### src/rtl/lsu_ctrl_if.sv
// -----------------------------------------------------------------------------
// lsu_ctrl_if -- bundle of all handshake/bus signals of the load/store unit.
//
// Groups:
//   req_*  : pipeline -> LSU request (valid/ready), with size, sign and data
//   mem_*  : LSU -> memory request (req/gnt) and memory -> LSU response
//            (rvalid/rdata)
//   rsp_*  : LSU -> pipeline completion pulse, load data and error flag
//
// Handshakes:
//   req : a request transfers on a rising edge where req_valid && req_ready.
//   mem : mem_req with its attributes stays stable until the edge where
//         mem_gnt=1. The single mem_rvalid that follows carries read data
//         or acknowledges a write.
//   rsp : rsp_valid is a one-cycle pulse. It has no back-pressure.
//
// Modports:
//   slave  : the LSU itself
//   master : the surrounding pipeline plus memory (testbench side)
// -----------------------------------------------------------------------------
interface lsu_ctrl_if #(
    parameter int ADDR_W = 32
);
    logic              req_valid;
    logic              req_ready;
    logic              req_we;
    logic              req_unsigned;
    logic [2:0]        req_mode;
    logic [ADDR_W-1:0] req_addr;
    logic [31:0]       req_wdata;

    logic              mem_req;
    logic              mem_we;
    logic [ADDR_W-1:0] mem_addr;
    logic [3:0]        mem_be;
    logic [31:0]       mem_wdata;
    logic              mem_gnt;
    logic              mem_rvalid;
    logic [31:0]       mem_rdata;

    logic              rsp_valid;
    logic [31:0]       rsp_rdata;
    logic              rsp_err;

    modport slave (
        input  req_valid, req_we, req_unsigned, req_mode, req_addr, req_wdata,
        output req_ready,
        output mem_req, mem_we, mem_addr, mem_be, mem_wdata,
        input  mem_gnt, mem_rvalid, mem_rdata,
        output rsp_valid, rsp_rdata, rsp_err
    );

    modport master (
        output req_valid, req_we, req_unsigned, req_mode, req_addr, req_wdata,
        input  req_ready,
        input  mem_req, mem_we, mem_addr, mem_be, mem_wdata,
        output mem_gnt, mem_rvalid, mem_rdata,
        input  rsp_valid, rsp_rdata, rsp_err
    );
endinterface

### src/rtl/lsu_ctrl.sv
// -----------------------------------------------------------------------------
// lsu_ctrl -- single-outstanding load/store unit controller.
//
// The controller accepts one request from the pipeline. It issues one
// word-aligned memory access with byte enables and replicated store data.
// It waits for the grant and then the read-data/ack. It returns a
// one-cycle rsp_valid pulse with the lane-extracted, sign- or
// zero-extended load data. A request with an illegal size is answered
// with rsp_err and does not touch memory.
//
// Ports:
//   clk        : clock, all state changes on the rising edge
//   rst_n      : asynchronous active-low reset
//   bus        : lsu_ctrl_if.slave (request, memory and response signals)
//   dbg_state  : current FSM state (0 IDLE, 1 REQ, 2 WAIT, 3 DONE)
//
// Configuration macro LSU_MISALIGN_CHECK_EN:
//   defined   : a misaligned half or word is answered with rsp_err and no
//               memory access.
//   undefined : misaligned addresses are aligned naturally by clearing the
//               low address bits.
//
// Latency (no stalls): the request is accepted at cycle T, mem_req is
// high at T+1, the data phase is at T+2 and rsp_valid is high at T+3.
// The error path gives rsp_valid at T+1.
// -----------------------------------------------------------------------------
module lsu_ctrl #(
    parameter int ADDR_W = 32
) (
    input  logic       clk,
    input  logic       rst_n,
    lsu_ctrl_if.slave  bus,
    output logic [1:0] dbg_state
);

    typedef enum logic [1:0] {
        IDLE = 2'd0,
        REQ  = 2'd1,
        WAIT = 2'd2,
        DONE = 2'd3
    } state_t;

    state_t state;
    state_t state_nxt;

    // ------------------------------------------------------------------
    // Request decode (combinational, only meaningful in IDLE)
    // ------------------------------------------------------------------
    logic        mode_ok;
    logic        misalign;
    logic        req_err;
    logic [1:0]  eff_off;
    logic [3:0]  be_dec;
    logic [31:0] wdata_dec;
    logic        accept;

    always_comb begin
        mode_ok = (bus.req_mode == 3'b001) || (bus.req_mode == 3'b010) ||
                  (bus.req_mode == 3'b100);
`ifdef LSU_MISALIGN_CHECK_EN
        misalign = (bus.req_mode[1] & bus.req_addr[0]) |
                   (bus.req_mode[2] & (|bus.req_addr[1:0]));
`else
        misalign = 1'b0;
`endif
        req_err = !mode_ok || misalign;

        // The effective byte offset clears the low bits that the access
        // size does not allow. This gives natural alignment when the
        // misalign check is not built in.
        eff_off   = 2'b00;
        be_dec    = 4'b0000;
        wdata_dec = 32'h0;
        case (bus.req_mode)
            3'b001: begin
                eff_off   = bus.req_addr[1:0];
                be_dec    = 4'b0001 << bus.req_addr[1:0];
                wdata_dec = {4{bus.req_wdata[7:0]}};
            end
            3'b010: begin
                eff_off   = {bus.req_addr[1], 1'b0};
                be_dec    = 4'b0011 << {bus.req_addr[1], 1'b0};
                wdata_dec = {2{bus.req_wdata[15:0]}};
            end
            3'b100: begin
                eff_off   = 2'b00;
                be_dec    = 4'b1111;
                wdata_dec = bus.req_wdata;
            end
            default: begin
                eff_off   = 2'b00;
                be_dec    = 4'b0000;
                wdata_dec = 32'h0;
            end
        endcase
    end

    assign accept = (state == IDLE) && bus.req_valid;

    // ------------------------------------------------------------------
    // Captured request attributes
    // ------------------------------------------------------------------
    logic              we_q;
    logic              uns_q;
    logic [2:0]        mode_q;
    logic [1:0]        off_q;
    logic              mem_we_q;
    logic [ADDR_W-1:0] mem_addr_q;
    logic [3:0]        mem_be_q;
    logic [31:0]       mem_wdata_q;
    logic [31:0]       rsp_rdata_q;
    logic              rsp_err_q;

    // Memory attributes are loaded only for legal requests. A rejected
    // request therefore leaves the memory bus untouched.
    always_ff @(posedge clk or negedge rst_n) begin
        if (!rst_n) begin
            we_q        <= 1'b0;
            uns_q       <= 1'b0;
            mode_q      <= 3'b000;
            off_q       <= 2'b00;
            mem_we_q    <= 1'b0;
            mem_addr_q  <= '0;
            mem_be_q    <= 4'b0000;
            mem_wdata_q <= 32'h0;
        end else if (accept && !req_err) begin
            we_q        <= bus.req_we;
            uns_q       <= bus.req_unsigned;
            mode_q      <= bus.req_mode;
            off_q       <= eff_off;
            mem_we_q    <= bus.req_we;
            mem_addr_q  <= {bus.req_addr[ADDR_W-1:2], 2'b00};
            mem_be_q    <= be_dec;
            mem_wdata_q <= wdata_dec;
        end
    end

    // ------------------------------------------------------------------
    // Load data extraction
    // ------------------------------------------------------------------
    logic [31:0] rdata_shift;
    logic [7:0]  lane_byte;
    logic [15:0] lane_half;
    logic [31:0] load_result;

    always_comb begin
        rdata_shift = bus.mem_rdata >> {off_q, 3'b000};
        lane_byte   = rdata_shift[7:0];
        lane_half   = rdata_shift[15:0];
        load_result = bus.mem_rdata;
        case (mode_q)
            3'b001:  load_result = {{24{~uns_q & lane_byte[7]}}, lane_byte};
            3'b010:  load_result = {{16{~uns_q & lane_half[15]}}, lane_half};
            default: load_result = bus.mem_rdata;
        endcase
        if (we_q) begin
            load_result = 32'h0;
        end
    end

    // The response registers change only on entry to DONE. They hold
    // their value in between.
    always_ff @(posedge clk or negedge rst_n) begin
        if (!rst_n) begin
            rsp_rdata_q <= 32'h0;
            rsp_err_q   <= 1'b0;
        end else if (accept && req_err) begin
            rsp_rdata_q <= 32'h0;
            rsp_err_q   <= 1'b1;
        end else if ((state == WAIT) && bus.mem_rvalid) begin
            rsp_rdata_q <= load_result;
            rsp_err_q   <= 1'b0;
        end
    end

    // ------------------------------------------------------------------
    // FSM
    // ------------------------------------------------------------------
    always_ff @(posedge clk or negedge rst_n) begin
        if (!rst_n) begin
            state <= IDLE;
        end else begin
            state <= state_nxt;
        end
    end

    // mem_rvalid is sampled only in WAIT. A response that arrives after a
    // reset has abandoned an access is therefore dropped.
    always_comb begin
        state_nxt     = state;
        bus.req_ready = 1'b0;
        bus.mem_req   = 1'b0;
        bus.rsp_valid = 1'b0;
        case (state)
            IDLE: begin
                bus.req_ready = 1'b1;
                if (bus.req_valid) begin
                    state_nxt = req_err ? DONE : REQ;
                end
            end
            REQ: begin
                bus.mem_req = 1'b1;
                if (bus.mem_gnt) begin
                    state_nxt = WAIT;
                end
            end
            WAIT: begin
                if (bus.mem_rvalid) begin
                    state_nxt = DONE;
                end
            end
            DONE: begin
                bus.rsp_valid = 1'b1;
                state_nxt     = IDLE;
            end
            default: begin
                state_nxt = IDLE;
            end
        endcase
    end

    assign bus.mem_we    = mem_we_q;
    assign bus.mem_addr  = mem_addr_q;
    assign bus.mem_be    = mem_be_q;
    assign bus.mem_wdata = mem_wdata_q;
    assign bus.rsp_rdata = rsp_rdata_q;
    assign bus.rsp_err   = rsp_err_q;
    assign dbg_state     = state;

endmodule

### src/flat_wrapper.sv
// flat-port wrapper written by rule: the top's interface ports become plain ports
module lsu_ctrl_flat 
#(
    parameter int ADDR_W = 32
)
  (clk, rst_n, dbg_state, bus_req_valid, bus_req_we, bus_req_unsigned, bus_req_mode, bus_req_addr, bus_req_wdata, bus_req_ready, bus_mem_req, bus_mem_we, bus_mem_addr, bus_mem_be, bus_mem_wdata, bus_mem_gnt, bus_mem_rvalid, bus_mem_rdata, bus_rsp_valid, bus_rsp_rdata, bus_rsp_err);
  lsu_ctrl_if #(.ADDR_W(ADDR_W)) bus_i ();
  input  logic clk;
  input  logic rst_n;
  output logic [1:0] dbg_state;
  input wire logic [$bits(bus_i.req_valid)-1:0] bus_req_valid;
  input wire logic [$bits(bus_i.req_we)-1:0] bus_req_we;
  input wire logic [$bits(bus_i.req_unsigned)-1:0] bus_req_unsigned;
  input wire logic [$bits(bus_i.req_mode)-1:0] bus_req_mode;
  input wire logic [$bits(bus_i.req_addr)-1:0] bus_req_addr;
  input wire logic [$bits(bus_i.req_wdata)-1:0] bus_req_wdata;
  output wire logic [$bits(bus_i.req_ready)-1:0] bus_req_ready;
  output wire logic [$bits(bus_i.mem_req)-1:0] bus_mem_req;
  output wire logic [$bits(bus_i.mem_we)-1:0] bus_mem_we;
  output wire logic [$bits(bus_i.mem_addr)-1:0] bus_mem_addr;
  output wire logic [$bits(bus_i.mem_be)-1:0] bus_mem_be;
  output wire logic [$bits(bus_i.mem_wdata)-1:0] bus_mem_wdata;
  input wire logic [$bits(bus_i.mem_gnt)-1:0] bus_mem_gnt;
  input wire logic [$bits(bus_i.mem_rvalid)-1:0] bus_mem_rvalid;
  input wire logic [$bits(bus_i.mem_rdata)-1:0] bus_mem_rdata;
  output wire logic [$bits(bus_i.rsp_valid)-1:0] bus_rsp_valid;
  output wire logic [$bits(bus_i.rsp_rdata)-1:0] bus_rsp_rdata;
  output wire logic [$bits(bus_i.rsp_err)-1:0] bus_rsp_err;
  assign bus_i.req_valid = bus_req_valid;
  assign bus_i.req_we = bus_req_we;
  assign bus_i.req_unsigned = bus_req_unsigned;
  assign bus_i.req_mode = bus_req_mode;
  assign bus_i.req_addr = bus_req_addr;
  assign bus_i.req_wdata = bus_req_wdata;
  assign bus_req_ready = bus_i.req_ready;
  assign bus_mem_req = bus_i.mem_req;
  assign bus_mem_we = bus_i.mem_we;
  assign bus_mem_addr = bus_i.mem_addr;
  assign bus_mem_be = bus_i.mem_be;
  assign bus_mem_wdata = bus_i.mem_wdata;
  assign bus_i.mem_gnt = bus_mem_gnt;
  assign bus_i.mem_rvalid = bus_mem_rvalid;
  assign bus_i.mem_rdata = bus_mem_rdata;
  assign bus_rsp_valid = bus_i.rsp_valid;
  assign bus_rsp_rdata = bus_i.rsp_rdata;
  assign bus_rsp_err = bus_i.rsp_err;
  lsu_ctrl #(.ADDR_W(ADDR_W)) u_core (.clk(clk), .rst_n(rst_n), .bus(bus_i), .dbg_state(dbg_state));
endmodule
### config.mk
export PLATFORM = sky130hd
export DESIGN_NAME = lsu_ctrl_flat
export DESIGN_NICKNAME = d
export VERILOG_FILES = /design/src/rtl/lsu_ctrl_if.sv /design/src/rtl/lsu_ctrl.sv /design/src/flat_wrapper.sv
export SDC_FILE = /design/constraint.sdc
export NUM_CORES = 1
export LEC_CHECK = 0
export ABC_AREA = 1
export CORE_ASPECT_RATIO = 0.5
export CORE_MARGIN = 2
export CORE_UTILIZATION = 48
export CTS_CLUSTER_SIZE = 16
export DETAILED_ROUTE_END_ITERATION = 6
export GPL_ROUTABILITY_DRIVEN = 1
export PLACE_DENSITY = 0.87
export SYNTH_ARGS = -nofsm -noshare
export SYNTH_HDL_FRONTEND = slang
export SYNTH_SLANG_ARGS = --single-unit
### constraint.sdc
create_clock -name clk -period 3.4 [get_ports clk]
set_input_delay 0.51 -clock clk [delete_from_list [all_inputs] [get_ports clk]]
set_output_delay 0.51 -clock clk [all_outputs]
set_load 0.05 [all_outputs]
## Word-level counts from Yosys, hierarchy flattened

Cells that the tools add are included.

| storage, ports and cells | value |
|---|---|
| bits in latches | 0 |
| memory bits (read-only) | 0 |
| memories | 0 |
| word-level logic and storage cells | 54 |
| RAM bits | 0 |
| register bits after elaboration | 108 |

| cells by class | value |
|---|---|
| reduce and logical (&&, ||, !) cells | 10 |
| order comparisons | 0 |
| shifts and indexed selects | 3 |
| bitwise operators | 3 |
| divide/modulo/power cells | 0 |
| $mul | 0 |
| eq/ne operators | 11 |
| add/subtract/negate cells | 0 |
| multiplexer cells | 17 |

Operators by type and width:

| cell | count |
|---|---|
| 2-to-1 mux 32 bit | 3 |
| one-hot mux 32 bit (3 select lines) | 1 |
| one-hot mux 32 bit (2 select lines) | 1 |
| right shift 32 x 5 -> 16 bit | 1 |
| one-hot mux 4 bit (3 select lines) | 1 |
| 2-to-1 mux 2 bit | 4 |
| one-hot mux 2 bit (4 select lines) | 1 |
| equality test 3 x 1 -> 1 bit, second input constant | 2 |
| equality test 3 x 2 -> 1 bit, second input constant | 2 |
| inequality test 2 bit, second input constant | 3 |
| 2-to-1 mux 1 bit | 5 |
| equality test 2 bit, second input constant | 2 |
| logical AND 1 bit | 4 |
| one-hot mux 2 bit (2 select lines) | 1 |
| << shifter 1 x 2 -> 4 bit, first input constant | 1 |
| << shifter 2 x 2 -> 4 bit, first input constant | 1 |
| equality test 3 bit, second input constant | 1 |
| AND reduction 3 bit | 1 |
| AND 1 bit | 2 |
| equality test 2 x 1 -> 1 bit, second input constant | 1 |
| zero test 2 bit | 1 |
| logical OR 1 bit | 2 |
| nonzero test 2 bit | 1 |
| zero test 1 bit | 1 |
| inverter 1 bit | 1 |

## Longest topological paths before layout

Gate-level depths: netlist of the first run.

| depth | value |
|---|---|
| word-level depth | 6 |
| gate-level depth with buffers | 11 |
| gate-level depth less buffers | 9 |

## Worst setup path before layout of the first run

OpenSTA, ideal clock, no wires.

| timing path | value |
|---|---|
| path type | reg-to-reg |
| start | reg u_core.state[0], in the netlist u_core.dbg_state[0] |
| end | reg u_core.rsp_rdata_q[14], in the netlist u_core.bus.rsp_rdata[14] |
| arrival | 2.210 ns |
| slack | 1.071 ns |
| cell stages (with the launch flop) | 12 |
| path buffers | 2 |
| path through | dfrtp_1 inv_1 ha_1 nand2_2 inv_2 buf_6 nand4_2 nand2_2 inv_2 buf_6 nand2_1 nand2_1 |

| on the way | value |
|---|---|
| word-level cells in the longest chain between the ends | 4 |

RTL lines:

| element | RTL line | RTL |
|---|---|---|
| start, declared | lsu_ctrl.sv:43 | `state_t state;` |
| start signal, assigned | lsu_ctrl.sv:183 | `state <= state_nxt;` |
| zero test 2 bit | lsu_ctrl.sv:98 | `assign accept = (state == IDLE) && bus.req_valid;` |
| logical AND 1 bit | lsu_ctrl.sv:98 |  |
| logical AND 1 bit | lsu_ctrl.sv:167 | `end else if (accept && req_err) begin` |
| 2-to-1 mux 32 bit or nonzero test 2 bit (tied branches) | - |  |
| end signal, assigned | lsu_ctrl.sv:171 | `rsp_rdata_q <= load_result;` |
| end, declared | lsu_ctrl.sv:111 | `logic [31:0] rsp_rdata_q;` |

Parallel ways exist; a longest one is shown, timed or not.
A chain may end at the register's enable or synchronous reset.

## Worst setup path in the final report of the first run

| timing path | value |
|---|---|
| start | reg u_core.state[1], in the netlist u_core.dbg_state[1] |
| end | out bus_req_ready |

| on the way | value |
|---|---|
| word-level cells in the longest chain between the ends | 2 |

RTL lines:

| element | RTL line | RTL |
|---|---|---|
| zero test 2 bit | lsu_ctrl.sv:194 | `case (state)` |
| 2-to-1 mux 1 bit | lsu_ctrl.sv:194 |  |
| end, declared | flat_wrapper.sv:17 | `output wire logic [$bits(bus_i.req_ready)-1:0] bus_req_ready;` |

No other way between the ends.

==> results of run 1 <==
[layout make-up]
cell class | count | area, µm²
fill | 910 | 3220
sequential | 108 | 2700
multi-input combinational | 539 | 2340
timing repair buffer | 215 | 2140
clock buffer | 11 | 243
tap | 145 | 181
inverter | 36 | 135
clock inverter | 4 | 50.0
[registers in the layout (all words and copies together), names as in the netlist]
signal,cells
u_core.bus.mem_be,4
u_core.bus.mem_addr,30
u_core.bus.mem_wdata,32
u_core.off_q,2
u_core.dbg_state,2
u_core.bus.rsp_rdata,32
u_core.mode_q,3
u_core.bus.rsp_err,1
u_core.uns_q,1
u_core.bus.mem_we,1
[where the power goes]
part | internal [mW] | switching, mW | leakage (nW)
clock network | 0.587 | 0.464 | 0.138
registers | 1.81 | 0.363 | 1.40
logic | 1.43 | 3.10 | 2.32
total | 3.83 | 3.93 | 3.85
[cells in the final DEF, fill, tap and decap left out, types with 3 or more instances in the layout]
| master | synthesis | layout |
|---|---|---|
| o22ai_1 | 3 | 3 |
| dfrtp_1 | 108 | 108 |
| nand3_1 | 48 | 48 |
| nand2_1 | 340 | 340 |
| inv_2 | 9 | 9 |
| buf_4 | 18 | 6 |
| a21oi_1 | 37 | 37 |
| o21ai_0 | 34 | 34 |
| o21ai_1 | 12 | 12 |
| clkbuf_16 | 0 | 9 |
| clkdlybuf4s50_1 | 0 | 209 |
| ha_1 | 5 | 5 |
| nor2_1 | 40 | 40 |
| nand2_2 | 5 | 5 |
| nand3_2 | 5 | 5 |
| inv_1 | 26 | 26 |
[worst paths after layout]
kind | to | from | slack (ps) | cells past startpoint
worst min register to register | u_core.bus.mem_addr[6] | u_core.bus.mem_addr[6] | 480 | 2
worst max register to register | u_core.bus.rsp_rdata[26] | u_core.off_q[0] | 1100 | 7
worst min-delay path | u_core.bus.mem_wdata[12] | rst_n | 370 | 1
min in group clk | u_core.bus.mem_addr[6] | u_core.bus.mem_addr[6] | 480 | 2
max in group asynchronous | u_core.bus.rsp_rdata[25] | rst_n | 2220 | 2
worst max-delay path | bus_req_ready | u_core.dbg_state[1] | 900 | 3
[per-stage QoR]
step	total power, mW	hold WS (ps)	worst slack [ps]	util
2_1_floorplan	5.26	214	1070	-
3_3_place_gp	6.63	461	1030	0.681
3_5_place_dp	6.71	464	897	0.681
4_1_cts	7.78	411	906	0.707
5_1_grt	8.19	472	824	0.707
6_report	7.76	367	905	0.707
[layer usage]
metal  vias to the layer above  global-route usage  part of all wire  wire length [µm]
met4                         0               0.106             0.034               536
met1                      2499               0.329              0.42              6590
met2                       247               0.449              0.48              7580
met5                         -                   0                 0                 0
li1                       2634                   -                 -                 -
met3                        50              0.0595             0.070              1100
[critical path, cell delays in order, from the launching register on]
cell	delay, ps
dfrtp_1	450
inv_1	130
ha_1	230
clkdlybuf4s50_1	830
[logic make-up after synthesis]
group / count (synthesis)
other: 1
AND/OR/NAND/NOR: 443
adder cells (fa/ha/maj): 5
flip-flops: 108
AO/OA/AOI/OAI: 89
buffers and inverters: 75
==> impl_metrics.csv, run 1 <==
group,metric,value,unit
status,status,"finished clean",
cells_and_area,syn2layout_area_growth,43.1,%
yosys,synth.area.top_cells,"dfrtp_1 50%, nand2_1 23%, nand3_1 4.4%, a21oi_1 3.4%, o21ai_0 3.1%",
power_and_ir_drop,p_per_area,996,nW/µm²
yosys,synth-seq-cells,108,
timing,slew_violations,0,
yosys,ys_seq_area_frac,0.497,
place,gp_congestion,0.902,
cells_and_area,stdcell_area,7790,µm²
yosys,synth_cells,721,
timing,skew,7.51,ps
drt,num_vias,5430,
timing,finalSetupTns,0,ps
clock_tree,cts.hold.buffers_added,0,
worst_setup_path,end_kind,"output pin",
global_routing,antenna_found_initial,0,
floorplanning,start_util,0.494,
global_routing,grt_start_max_net_pins,89,
place,dpl.cell_count,1043,
clock_tree,cts.repair.resized,0,
drt,routed_wl,15800,µm
worst_setup_path,worstPathMaxFanout,5,
timing,fmax,0.401,GHz
yosys,syn_area,5440,µm²
drt,drt_pass1_iterations,5,
clock_tree,h-tree-depth,3,
global_routing,grt-ovfl-total,0,
yosys,yosysMostFrequentCell,"nand2_1",
clock_tree,path_clk_slew,70,ps
clock_tree,cts_sinks,108,
clock_tree,clk_latency,340,ps
floorplanning,die_h,79.3,µm
cells_and_area,drive_gt1_frac,0.0471,
yosys,synth_compound_area_frac,0.0855,
power_and_ir_drop,peakVddDrop,509,µV
yosys,synth.cells.most_frequent,"340 x nand2_1, 108 x dfrtp_1, 48 x nand3_1",
global_routing,track_usage,0.263,
floorplanning,ioPinCount,213,
yosys,synth_cell_types,24,
clock_tree,cts_buffers,9,
yosys,ys.flop_type,"dfrtp_1",
run,drv_cap,0,
floorplanning,die-area,12300,µm²
floorplanning,row_count,27,
timing,fin_crit_sh,0.734,
place,io_buffers,210,
yosys,syn_area_per_cell,7.55,µm²
yosys,synth-adder-area-share,0.0115,
yosys,ys_async_sr_fraction,1.00,
yosys,synth_top_family_by_area,"simple AND/OR/NAND/NOR gates",
drt,drc,0,
yosys,yosysWarningCount,0,
timing,slew_headroom,0.271,
place,placed_area,7500,µm²
timing,setup_viol,0,
timing,hold_viol,0,
worst_setup_path,crit_arrival,1990,ps
hold_path,hold_class,"in2async",
drt,drtAntennaViolNets,0,
yosys,synth-edff-count,0,
cells_and_area,diodes,0,
clock_tree,cts_root_buf,"clkbuf_16",
floorplanning,die_w,155,µm
floorplanning,coreArea,11000,µm²
worst_setup_path,crit_path_start_kind,"flop",
worst_setup_path,crit_type,"reg2out",
timing,period_minus_slack,2500,ps
clock_tree,tritoncts,"done",
worst_setup_path,cp_data_required_time,2890,ps
timing,rsz0062_at_grt,"no",
yosys,yosysTopAreaCell,"dfrtp_1",
clock_tree,clk_path_buf_depth,2,
global_routing,grt_pass1_wl,25700,µm
yosys,muxShareOfSynthArea,0,
power_and_ir_drop,cellLeakagePower,3.85,nW
yosys,yosys.area.top_type_share,0.497,
yosys,synthXorXnorAreaFrac,0,
drt,wire_per_inst,14.9,µm
place,hpwlAfterDp,11300,µm
cells_and_area,fin_nets,1020,
drt,initialDrtViolationCount,537,
yosys,yosys.area_share.simple,0.332,
global_routing,grt_pass1_vias,5359,
cells_and_area,fin_cells,1058,
clock_tree,post_cts.repair.setup_buffers,0,
timing,max_slew.worst_pin.slew,1090,ps
drt,detail_route.vias_per_cell,5.13,
No activity file was read; power rests on OpenSTA's default activity.
==> run 2, diff against run 1 <==
CORE_UTILIZATION = 44   (was 48)
PLACE_DENSITY = 0.81   (was 0.87)
clock period = 2.56 ns   (was 3.4 ns; I/O delays follow)
==> impl_metrics.csv, run 2 (synthesis results as in run 1) <==
group,metric,value,unit
status,status,"finished clean",
place,hpwlAfterDp,11500,µm
floorplanning,die_w,161,µm
worst_setup_path,r2r_setup_slack,440,ps
global_routing,track_usage,0.237,
clock_tree,cts_buffers,9,
drt,initialDrtViolationCount,420,
clock_tree,clk_path_buf_depth,2,
cells_and_area,final_cell_mix,"340 x nand2_1, 209 x clkdlybuf4s50_1, 108 x dfrtp_1, 48 x nand3_1, 40 x nor2_1",
run,drv_cap,0,
floorplanning,row_count,28,
floorplanning,die_h,82.6,µm
power_and_ir_drop,p_clk_frac,0.148,
worst_setup_path,cp_data_required_time,2180,ps
clock_tree,h-tree-depth,3,
place,dpl.cell_count,1065,
clock_tree,cts.repair.resized,0,
timing,fmax,0.417,GHz
power_and_ir_drop,peakVddDrop,810,µV
clock_tree,cts_sinks,108,
timing,slew_violations,0,
power_and_ir_drop,cellLeakagePower,3.89,nW
global_routing,grt_start_max_net_pins,59,
clock_tree,clk_latency,350,ps
power_and_ir_drop,p_per_area,1330,nW/µm²
floorplanning,die-area,13300,µm²
worst_setup_path,reg2reg_from,"u_core.dbg_state[1]",
power_and_ir_drop,switchingPower,5.24,mW
drt,drc,0,
floorplanning,start_util,0.456,
hold_path,hold_class,"in2async",
worst_setup_path,crit_path_start_kind,"flop",
place,gp_congestion,0.850,
drt,wire_per_inst,14.6,µm
floorplanning,coreArea,11900,µm²
worst_setup_path,end_kind,"output pin",
global_routing,grt-ovfl-total,0,
clock_tree,cts_root_buf,"clkbuf_16",
clock_tree,path_clk_slew,80,ps
power_and_ir_drop,internal_power,5.23,mW
timing,fin_crit_sh,0.938,
drt,drtAntennaViolNets,0,
timing,finalSetupTns,0,ps
drt,drt_pass1_iterations,5,
cells_and_area,diodes,0,
drt,detail_route.vias_per_cell,4.92,
drt,num_vias,5319,
worst_setup_path,crit_arrival,2020,ps
clock_tree,cts.hold.buffers_added,0,
place,io_buffers,210,
timing,period_minus_slack,2400,ps
worst_setup_path,worstPathMaxFanout,5,
cells_and_area,fin_nets,1022,
cells_and_area,fin_cells,1081,
cells_and_area,syn2layout_area_growth,45.1,%
timing,skew,6.00,ps
global_routing,grt_pass1_wl,24700,µm
power_and_ir_drop,switching_share,0.500,
worst_setup_path,crit_start,"u_core.dbg_state[1]",
timing,slew_headroom,0.470,
floorplanning,ioPinCount,213,
clock_tree,post_cts.repair.setup_buffers,0,
timing,rsz0062_at_grt,"no",
cells_and_area,drive_gt1_frac,0.0513,
cells_and_area,fill_cells,1043,
power_and_ir_drop,pwr-share-seq,0.272,
clock_tree,tritoncts,"done",
timing,max_slew.worst_pin.slew,793,ps
power_and_ir_drop,combPwrFrac,0.580,
timing,hold_viol,0,
global_routing,grt_pass1_vias,5028,
drt,routed_wl,15800,µm
cells_and_area,mostFrequentLayoutCell,"nand2_1",
timing,setup_viol,0,
global_routing,antenna_found_initial,0,
worst_setup_path,crit_type,"reg2out",
-- run 2: cell types whose count changed in the layout (fill, tap and decap cells not counted), sizes merged --
cell | previous run | this run
clkbuf | 11 | 10
clkinvlp | 2 | 1
buf | 6 | 8
inv | 35 | 38
bufinv | 1 | 2
clkinv | 2 | 1
-- run 2: critical path, stage by stage (launching register included) --
cell and delay, ps:
dfrtp_1 460, inv_1 150, ha_1 230, clkdlybuf4s50_1 830
-- run 2: path summary, 6_finish.rpt --
| check | to | cells after the start |
|---|---|---|
| worst max-delay path | bus_req_ready | 3 |
| worst min-delay path | u_core.bus.mem_wdata[28] | 1 |
| worst max register to register | u_core.bus.rsp_rdata[9] | 9 |
| worst min register to register | u_core.bus.rsp_rdata[15] | 2 |
| max in group asynchronous | u_core.bus.mem_be[0] | 2 |
| min in group clk | u_core.bus.rsp_rdata[15] | 2 |
-- run 2: final cells by class --
type | count | area (µm²) | area share
clock inverter | 6 | 93.8 | 0.0119
tap | 165 | 206 | 0.0261
sequential | 108 | 2700 | 0.342
timing repair buffer | 217 | 2180 | 0.276
multi-input combinational | 539 | 2340 | 0.297
clock buffer | 10 | 239 | 0.0303
inverter | 36 | 135 | 0.0171
-- run 2: metal layers --
| metal | global-route usage | share of wire | vias up |
|---|---|---|---|
| met5 | 0 | 0 | - |
| met4 | 0.0875 | 0.025 | 0 |
| met3 | 0.0475 | 0.055 | 31 |
| met2 | 0.404 | 0.49 | 175 |
| met1 | 0.307 | 0.43 | 2466 |
| li1 | - | - | 2647 |
-- run 2: power groups by stage --
stage	registers (mW)	logic [mW]	clock network, mW
5_1_grt	2.93	6.49	1.65
4_1_cts	2.84	6.10	1.58
3_5_place_dp	2.86	6.08	0
3_3_place_gp	2.86	6.00	0
2_1_floorplan	5.07	1.92	0
6_report	2.85	6.07	1.55
-- run 2: stage by stage --
step                hold slack, ps  worst slack, ps  cell area [µm²]   util  power, mW
finish                        48.6              160             7900  0.661       10.5
global route                  95.3              110             7900  0.661       11.1
CTS                           77.1              170             7900  0.661       10.5
detailed placement             459              297             7560  0.633       8.94
global placement               460              407             7560  0.633       8.85
floorplan                     88.4              231             5450      -       6.99
==> run 3, diff against run 2 <==
--- a/config.mk
+++ b/config.mk
@@ -15,2 +15,3 @@
 export PLACE_DENSITY = 0.81
+export REMOVE_ABC_BUFFERS = 1
 export SYNTH_ARGS = -nofsm -noshare
--- a/constraint.sdc
+++ b/constraint.sdc
@@ -3,2 +3,2 @@
 set_output_delay 0.384 -clock clk [all_outputs]
-set_load 0.05 [all_outputs]
+set_load 0.02 [all_outputs]
==> impl_metrics.csv, run 3 (synthesis results as in run 1) <==
group,metric,value,unit
power_and_ir_drop,total_power,8.77,mW
drt,drc,0,
clock_tree,post_cts.repair.setup_buffers,0,
floorplanning,ioPinCount,213,
place,hpwlAfterDp,11300,µm
worst_setup_path,worstPathMaxFanout,5,
clock_tree,cts_sinks,108,
clock_tree,cts.hold.buffers_added,0,
worst_setup_path,path_depth,3,
worst_setup_path,crit_arrival,1770,ps
worst_setup_path,r2r_setup_slack,450,ps
timing,fmax,0.465,GHz
clock_tree,h-tree-depth,3,
worst_setup_path,r2r_cells,9,
place,dpl.cell_count,1069,
drt,num_vias,5495,
worst_setup_path,end_kind,"output pin",
floorplanning,start_util,0.456,
worst_setup_path,reg2reg_from,"u_core.dbg_state[1]",
worst_setup_path,path_buf_inv,2,
clock_tree,cts.repair.resized,0,
cells_and_area,fin_nets,1026,
worst_setup_path,path_cells,"inv_1, ha_1, clkdlybuf4s50_1",
place,placed_area,7590,µm²
global_routing,grt-ovfl-total,0,
timing,max_slew.worst_pin.slew,690,ps
worst_setup_path,slowest_stage,"clkdlybuf4s50_1",
drt,detail_route.vias_per_cell,5.06,
timing,slew_violations,0,
cells_and_area,drive_gt1_frac,0.0554,
floorplanning,die_w,161,µm
clock_tree,tritoncts,"done",
hold_path,hold_class,"in2async",
cells_and_area,mostFrequentLayoutCell,"nand2_1",
drt,wire_per_inst,14.8,µm
power_and_ir_drop,peakVddDrop,591,µV
drt,initialDrtViolationCount,496,
global_routing,track_usage,0.242,
drt,drtAntennaViolNets,0,
clock_tree,cts_buffers,9,
drt,routed_wl,16000,µm
timing,skew,10.3,ps
clock_tree,clk_path_buf_depth,2,
cells_and_area,fin_cells,1085,
floorplanning,die-area,13300,µm²
clock_tree,clk_latency,350,ps
timing,slew_headroom,0.540,
cells_and_area,diodes,0,
power_and_ir_drop,cellLeakagePower,3.89,nW
timing,period_minus_slack,2150,ps
worst_setup_path,crit_type,"reg2out",
worst_setup_path,slowest_delay,620,ps
place,gp_congestion,0.846,
global_routing,grt_pass1_wl,25500,µm
floorplanning,row_count,28,
worst_setup_path,timing.rr.end,"u_core.bus.rsp_rdata[13]",
floorplanning,die_h,82.6,µm
worst_setup_path,cp_data_required_time,2180,ps
timing,hold_viol,0,
cells_and_area,final_cell_mix,"340 x nand2_1, 209 x clkdlybuf4s50_1, 108 x dfrtp_1, 48 x nand3_1, 40 x nor2_1",
floorplanning,coreArea,11900,µm²
timing,fin_crit_sh,0.841,
global_routing,antenna_found_initial,0,
clock_tree,cts_root_buf,"clkbuf_16",
place,io_buffers,210,
timing,rsz0062_at_grt,"no",
cells_and_area,post-route-util,0.659,
timing,setup_viol,0,
status,status,"finished clean",
global_routing,grt_pass1_vias,5184,
drt,drt_pass1_iterations,7,
worst_setup_path,crit_path_start_kind,"flop",
run,drv_cap,0,
cells_and_area,stdcell_area,7880,µm²
worst_setup_path,worst_path_dominant_cell_family,"buffers and inverters",
clock_tree,path_clk_slew,80,ps
global_routing,grt_start_max_net_pins,54,
power_and_ir_drop,p_per_area,1110,nW/µm²
timing,finalSetupTns,0,ps
cells_and_area,syn2layout_area_growth,44.7,%
run 3: worst reg2reg max path: cells and delay by family, from the launching register on:
family | cells | cell delay [ps]
simple gates | 4 | 620
buf+inv | 3 | 570
flops | 1 | 450
fa+ha+maj | 1 | 220
compound gates | 1 | 140
run 3: cell type report:
type,count,area [µm²]
Clock buffer,9,225
Timing Repair Buffer,221,2210
Multi-Input combinational cell,539,2340
Tap cell,165,206
Clock inverter,7,58.8
Sequential cell,108,2700
Fill cell,1033,4070
Inverter,36,135
run 3: how the worst max path moves through the flow:
stage	startpoint	to	slack, ps
final	u_core.dbg_state[1]	bus_req_ready	410
after global routing	u_core.dbg_state[1]	u_core.bus.rsp_rdata[8]	230
after CTS	u_core.dbg_state[1]	bus_req_ready	410
after detailed placement	bus_req_valid	u_core.bus.rsp_rdata[13]	350
after global placement	bus_req_valid	u_core.bus.rsp_rdata[9]	410
after floorplan	u_core.dbg_state[0]	u_core.bus.mem_be[0]	-310
run 3: stage by stage:
step	hold WS [ps]	setup slack, ps
finish	69.4	407
global route	121	234
CTS	91.7	410
detailed placement	464	350
global placement	462	410
floorplan	88.4	-311
run 3: power by group:
| group | leakage [nW] | internal, mW | switching (mW) |
|---|---|---|---|
| clock network | 0.138 | 0.677 | 0.681 |
| registers | 1.40 | 2.40 | 0.451 |
| logic | 2.36 | 1.95 | 2.60 |
run 3: routing by layer:
layer	up-vias	routed length, µm	global-route usage	share of wire
met2	250	7760	0.417	0.48
met5	-	0	0	0
li1	2656	-	-	-
met1	2556	6680	0.302	0.42
met4	0	347	0.0839	0.022
met3	33	1250	0.0624	0.078
